File: config.mk
export PLATFORM = sky130hd
export DESIGN_NAME = alu_scoreboard
export DESIGN_NICKNAME = d
export VERILOG_FILES = /design/src/rtl/alu_sb_pkg.sv /design/src/rtl/alu_sb_fifo.sv /design/src/rtl/alu_scoreboard.sv
export SDC_FILE = /design/constraint.sdc
export NUM_CORES = 1
export LEC_CHECK = 0
export CORE_MARGIN = 2
export CORE_UTILIZATION = 55
export DETAILED_ROUTE_END_ITERATION = 6
export DONT_BUFFER_PORTS = 1
export PLACE_DENSITY_LB_ADDON = 0.25
export SLEW_MARGIN = 0
export SYNTH_ARGS = -nofsm -noshare
export SYNTH_HDL_FRONTEND = slang
export SYNTH_SLANG_ARGS = --single-unit
File: constraint.sdc
create_clock -name clk -period 10 [get_ports clk]
set_clock_uncertainty 0.15 [all_clocks]
set_input_delay 1.5 -clock clk [delete_from_list [all_inputs] [get_ports clk]]
set_output_delay 1.5 -clock clk [all_outputs]
set_load 0.05 [all_outputs]
File: src/rtl/alu_sb_pkg.sv
// Shared defaults, counter width, FSM state type and helpers for the ALU scoreboard.
package alu_sb_pkg;

    localparam int unsigned DATA_W_DEF = 32;
    localparam int unsigned DEPTH_DEF  = 8;
    localparam int unsigned CNT_W      = 16;

    typedef enum logic [1:0] {
        IDLE = 2'd0,
        RUN  = 2'd1,
        HALT = 2'd2
    } sb_state_t;

    // Counters stick at all-ones instead of wrapping.
    function automatic logic [CNT_W-1:0] sat_inc(input logic [CNT_W-1:0] v);
        return (v == '1) ? v : v + CNT_W'(1);
    endfunction

endpackage

File: src/rtl/alu_sb_fifo.sv
// Expected-result queue: power-of-two ring buffer with synchronous flush.
module alu_sb_fifo
    import alu_sb_pkg::*;
#(
    parameter int DATA_W = DATA_W_DEF,
    parameter int DEPTH  = DEPTH_DEF
) (
    input  logic                     clk,
    input  logic                     rst,
    input  logic                     push,
    input  logic [DATA_W-1:0]        push_data,
    input  logic                     pop,
    input  logic                     flush,
    output logic [DATA_W-1:0]        head,
    output logic                     full,
    output logic                     empty,
    output logic [$clog2(DEPTH):0]   level
);

    localparam int AW = $clog2(DEPTH);

    logic [DATA_W-1:0] mem [DEPTH];
    logic [AW-1:0]     wr_ptr;
    logic [AW-1:0]     rd_ptr;
    logic [AW:0]       count;

    // Pointers are exactly AW bits wide, so they wrap modulo DEPTH for free.
    always_ff @(posedge clk) begin
        if (rst || flush) begin
            wr_ptr <= '0;
            rd_ptr <= '0;
            count  <= '0;
        end else begin
            if (push) wr_ptr <= wr_ptr + 1'b1;
            if (pop)  rd_ptr <= rd_ptr + 1'b1;
            case ({push, pop})
                2'b10:   count <= count + 1'b1;
                2'b01:   count <= count - 1'b1;
                default: count <= count;
            endcase
        end
    end

    always_ff @(posedge clk) begin
        if (push && !flush) mem[wr_ptr] <= push_data;
    end

    assign head  = mem[rd_ptr];
    assign full  = (count == (AW+1)'(DEPTH));
    assign empty = (count == '0);
    assign level = count;

endmodule

File: src/rtl/alu_scoreboard.sv
// In-order ALU result scoreboard with registered compare outcome.
// Optional ALU_SB_HALT_EN: freeze the scoreboard on the first mismatch.
module alu_scoreboard
    import alu_sb_pkg::*;
#(
    parameter int DATA_W = DATA_W_DEF,
    parameter int DEPTH  = DEPTH_DEF
) (
    input  logic                     clk,
    input  logic                     rst,
    input  logic                     exp_valid,
    input  logic [DATA_W-1:0]        exp_data,
    output logic                     exp_ready,
    input  logic                     act_valid,
    input  logic [DATA_W-1:0]        act_data,
    input  logic                     flush,
    output logic                     match_pulse,
    output logic                     mismatch_pulse,
    output logic [DATA_W-1:0]        mis_exp,
    output logic [DATA_W-1:0]        mis_act,
    output logic [CNT_W-1:0]         match_cnt,
    output logic [CNT_W-1:0]         err_cnt,
    output logic                     overflow,
    output logic                     underflow,
    output logic [$clog2(DEPTH):0]   level,
    output logic                     halted
);

`ifdef ALU_SB_HALT_EN
    localparam bit HALT_EN = 1'b1;
`else
    localparam bit HALT_EN = 1'b0;
`endif

    sb_state_t         state;
    logic [DATA_W-1:0] head;
    logic              full;
    logic              empty;
    logic              live;
    logic              push;
    logic              pop;
    logic              bypass;
    logic              do_cmp;
    logic              cmp_eq;
    logic [DATA_W-1:0] cmp_exp;
    logic              ovf_ev;
    logic              unf_ev;

`ifdef ALU_SB_HALT_EN
    assign halted = (state == HALT);
`else
    assign halted = 1'b0;
`endif

    // Flush and halt both suppress every queue action and event for the cycle.
    assign live   = !flush && !halted;
    assign pop    = live && act_valid && !empty;
    assign bypass = live && act_valid && empty && exp_valid;
    // A full queue still accepts a push when a pop frees a slot in the same cycle.
    assign push   = live && exp_valid && !bypass && (!full || act_valid);
    assign ovf_ev = live && exp_valid && full && !act_valid;
    assign unf_ev = live && act_valid && empty && !exp_valid;

    assign do_cmp    = pop || bypass;
    assign cmp_exp   = empty ? exp_data : head;
    assign cmp_eq    = (cmp_exp == act_data);
    assign exp_ready = !full && !halted;

    alu_sb_fifo #(
        .DATA_W (DATA_W),
        .DEPTH  (DEPTH)
    ) u_fifo (
        .clk       (clk),
        .rst       (rst),
        .push      (push),
        .push_data (exp_data),
        .pop       (pop),
        .flush     (flush),
        .head      (head),
        .full      (full),
        .empty     (empty),
        .level     (level)
    );

    always_ff @(posedge clk) begin
        if (rst) begin
            match_pulse    <= 1'b0;
            mismatch_pulse <= 1'b0;
            match_cnt      <= '0;
            err_cnt        <= '0;
            mis_exp        <= '0;
            mis_act        <= '0;
            overflow       <= 1'b0;
            underflow      <= 1'b0;
        end else begin
            match_pulse    <= do_cmp && cmp_eq;
            mismatch_pulse <= do_cmp && !cmp_eq;
            if (do_cmp && cmp_eq) match_cnt <= sat_inc(match_cnt);
            if (do_cmp && !cmp_eq) begin
                err_cnt <= sat_inc(err_cnt);
                mis_exp <= cmp_exp;
                mis_act <= act_data;
            end
            if (ovf_ev) overflow  <= 1'b1;
            if (unf_ev) underflow <= 1'b1;
        end
    end

    always_ff @(posedge clk) begin
        if (rst) begin
            state <= IDLE;
        end else begin
            case (state)
                IDLE: begin
                    if (HALT_EN && do_cmp && !cmp_eq) state <= HALT;
                    else if (push)                    state <= RUN;
                end
                RUN: begin
                    if (flush)                             state <= IDLE;
                    else if (HALT_EN && do_cmp && !cmp_eq) state <= HALT;
                end
                HALT:    state <= HALT;
                default: state <= IDLE;
            endcase
        end
    end

endmodule

==> summary.log <==
qor: cells_and_area.layout_commonest_cell edfxtp_1
qor: routing.vias 9072
qor: yosys.async_set_reset_flop_share_out_of_synthesis 0
qor: power.power.switching_fraction 0.207
qor: global_routing.grt-ovfl-total 0
qor: floorplan.floorplan.initialDensity 0.557
qor: sta.timing.slew.headroom 0.280
qor: hold_path.min-delay-path-class reg2reg
qor: sta.finalSetupTns 0 ns
qor: sta.finalHoldViolCount 0
qor: sta.worst_slack 4.69 ns
qor: place.placed_area 15800 µm²
qor: power.clock_power_share 0.439
qor: cells_and_area.layout_cells_sized_above_1 0.130
qor: yosys.netlist.top_cell.by_area edfxtp_1
qor: setup_path.timing.setup.critical_path_class reg2reg
qor: cts.cts.repair.resized 0
qor: setup_path.critical_path_buf_inv_count 1
qor: sta.post-route-period-util 0.531
qor: floorplan.die_w 172 µm
qor: routing.viasPerCell 6.00
qor: yosys.yosysTopAreaCellShare 0.498
qor: routing.wl 35.3 mm
qor: cts.cts_sinks 369
qor: global_routing.globalRouteTotalUtil 0.242
qor: yosys.syn_avg_cell_area 13.9 µm²
qor: power.power_switching 661 µW
qor: place.dp_worst_setup_slack 4.73 ns
qor: cells_and_area.fin_cells 1513
qor: yosys.ys.warnings.count 0
qor: sta.maxSlewViolCount 0
qor: routing.post-route-drc-count 0
qor: cts.cts-root-to-sink-buffers 3
qor: power.seqPwrFrac 0.532
qor: cells_and_area.antenna-diode-count 0
qor: setup_path.cp_data_arrival_time 5.56 ns
qor: cells_and_area.layout.cells.most_common_list 256 x edfxtp_1, 113 x mux2i_1, 110 x dfxtp_1, 109 x nor2_1, 65 x nand2_1
qor: sta.layout_min_cycle_time 5.31 ns
qor: run_status.outcome finished clean
qor: cells_and_area.finish.instance_area 17100 µm²
qor: global_routing.number_of_antenna_violations_at_the_first_check_in_global_routing 0
qor: cts.tritoncts.num_buffers 38
qor: floorplan.dieHeight 172 µm
qor: place.io_buffer_count 0
qor: setup_path.worst_setup_path_end_kind register
qor: setup_path.worst_path_max_delay_cell nand4b_1
qor: yosys.net_count_after_synthesis 1185
qor: yosys.synth-edff-count 256
qor: floorplan.std_cell_rows 61
qor: cts.cts_tree done
qor: setup_path.timing.critical_path.fanout_max 45
qor: cells_and_area.area.growth.synth_to_final 10.7%
qor: setup_path.worstPathRequired 10.25 ns
qor: routing.wire_per_inst 23.4 µm
qor: run.drv_cap 0
qor: floorplan.coreArea 27700 µm²
qor: sta.worst_pin_slew 1.07 ns
qor: setup_path.timing.critical_path.max_delay_family simple AND/OR/NAND/NOR gates
qor: global_routing.grt_start_max_net_pins 111
qor: cts.postCtsSetupRepairBufs 0
qor: sta.achievable-frequency 0.188 GHz
qor: routing.drt_pre_antenna_iters 7
qor: power.p_per_area 187 nW/µm²
qor: setup_path.timing.critical_path.slowest_cell_delay 0.92 ns
qor: yosys.synth-seq-area-share 0.645
qor: cts.clockRootBuffer clkbuf_16
qor: cts.worst_skew_pair.late_latency 0.52 ns
qor: yosys.syn_area 15400 µm²
qor: power.peakVddDrop 0.120 mV
qor: global_routing.global_route_wire_length_before_repair 53.2 mm
qor: cts.cts.reportedPaths.clkPinSlew 0.06 ns
qor: power.power 3.19 mW
qor: power.leakage_power_of_the_design 5.51 nW
qor: yosys.post_synth_num_cell_types 56
qor: power.combPwrFrac 0.028
qor: yosys.synthCells 1109
qor: cts.cts.hold.buffers_added 0
qor: sta.rsz0062_at_grt no
qor: place.hpwl_reported_at_the_end_of_detailed_placement 21.7 mm
qor: sta.report.final.setup_viol 0
qor: setup_path.worst_setup_path_start_kind register
qor: place.gp_congestion 0.781
qor: power.internal-power 2.53 mW
qor: floorplan.die_area 29400 µm²
qor: place.dp.cells 1443
qor: yosys.synth.area.top_cells edfxtp_1 50%, dfxtp_1 15%, mux2i_1 7.3%, mux4_2 5.7%, nor2_1 2.8%
qor: floorplan.io-pin-count 175
qor: cts.ctsHtreeMaxLevel 2
qor: cells_and_area.fill_cells 2090
qor: yosys.synth_flop_type edfxtp_1
qor: yosys.postSynthRegisterBits 369
qor: routing.drt_iter0_drc 812
qor: cells_and_area.nets 1181
qor: global_routing.via_count_of_the_first_global_routing_pass 8948
qor: setup_path.cp_cell_sequence buf_4 > nor2b_1 > a22o_1 > nor3_1 > nor4b_1 > a41oi_1 > nor3_1 > nand4b_1 > nor4b_1 > mux2_1
qor: routing.postRouteAntennaNets 0
==> path summary, 6_finish.rpt <==
check        depth (start not counted)        startpoint  slack [ns]                to
max                                 10          register        4.69     match_cnt[14]
min                                  2  u_fifo.wr_ptr[0]        0.34  u_fifo.wr_ptr[0]
max reg2reg                         10          register        4.69     match_cnt[14]
min reg2reg                          2  u_fifo.wr_ptr[0]        0.34  u_fifo.wr_ptr[0]
==> power groups by stage <==
stage               registers [mW]  logic (mW)  clock network, mW
floorplan                     1.73      0.0724                  0
global placement              1.73      0.0879                  0
detailed placement            1.73      0.0895                  0
CTS                           1.70      0.0904               1.42
global route                  1.70      0.0989               1.48
finish                        1.70      0.0899               1.40
==> area by class of cell <==
type | instances | area (µm²) | share of cell area
sequential | 369 | 9960 | 0.583
inverter | 9 | 33.8 | 0.00198
tap | 378 | 473 | 0.0277
clock buffer | 55 | 1140 | 0.0666
clock inverter | 15 | 120 | 0.00703
multi-input combinational | 671 | 5240 | 0.307
timing repair buffer | 16 | 120 | 0.00703
==> tightest hold or removal path: stages, from the launching register on <==
cell and delay [ns]:
dfxtp_1 0.33, nand2_1 0.06, a21oi_1 0.05
==> cells in the mapped netlist, types with 4 or more instances <==
cell type	instances
edfxtp_1	256
nor2_1	115
dfxtp_1	113
mux2i_1	113
nand2_1	65
xor2_1	46
mux4_2	39
a21oi_1	35
clkbuf_1	27
o21ai_0	22
buf_2	21
nor2b_1	19
xnor2_1	18
mux2_2	17
nand3_1	16
nand4_1	14
nor3_1	13
o31ai_1	13
a22oi_1	12
nor4_1	12
a211oi_1	10
and3_1	9
or4_1	9
inv_1	8
nand2b_1	8
and2_1	7
ha_1	7
a22o_1	6
buf_4	6
mux2_1	6
buf_1	4
==> state kept, by name, indices dropped and copies added (netlist names), named ones only <==
signal,cells
u_fifo.mem,256
mis_act,32
mis_exp,32
err_cnt,16
match_cnt,16
u_fifo.level,4
u_fifo.rd_ptr,3
u_fifo.wr_ptr,3
match_pulse,1
mismatch_pulse,1
overflow,1
underflow,1
==> routing by layer <==
metal  wire (µm)  up-vias  GRT usage
li1            -     4161          -
met1       14200     4529      0.313
met2       17200      324      0.404
met3        3070       58     0.0653
met4         864        0     0.0696
met5           0        -          0
==> metrics by stage <==
step                       util  hold WS [ns]
after floorplan               -         0.312
after global placement    0.571         0.336
after detailed placement  0.571         0.329
after CTS                 0.617         0.340
after global routing      0.617         0.355
final                     0.617         0.340
==> cells by family (layout without fill, tap and decap cells) <==
family,count (synthesis),in the layout,synth area share
flops,369,369,0.645
simple gates,302,302,0.0934
mux,175,175,0.147
compound gates,122,122,0.0518
buf+inv,69,95,0.0209
xor+xnor,64,64,0.0363
fa+ha+maj,7,7,0.00567
other cells,1,1,0.000243
No activity file was read; power rests on OpenSTA's default activity.
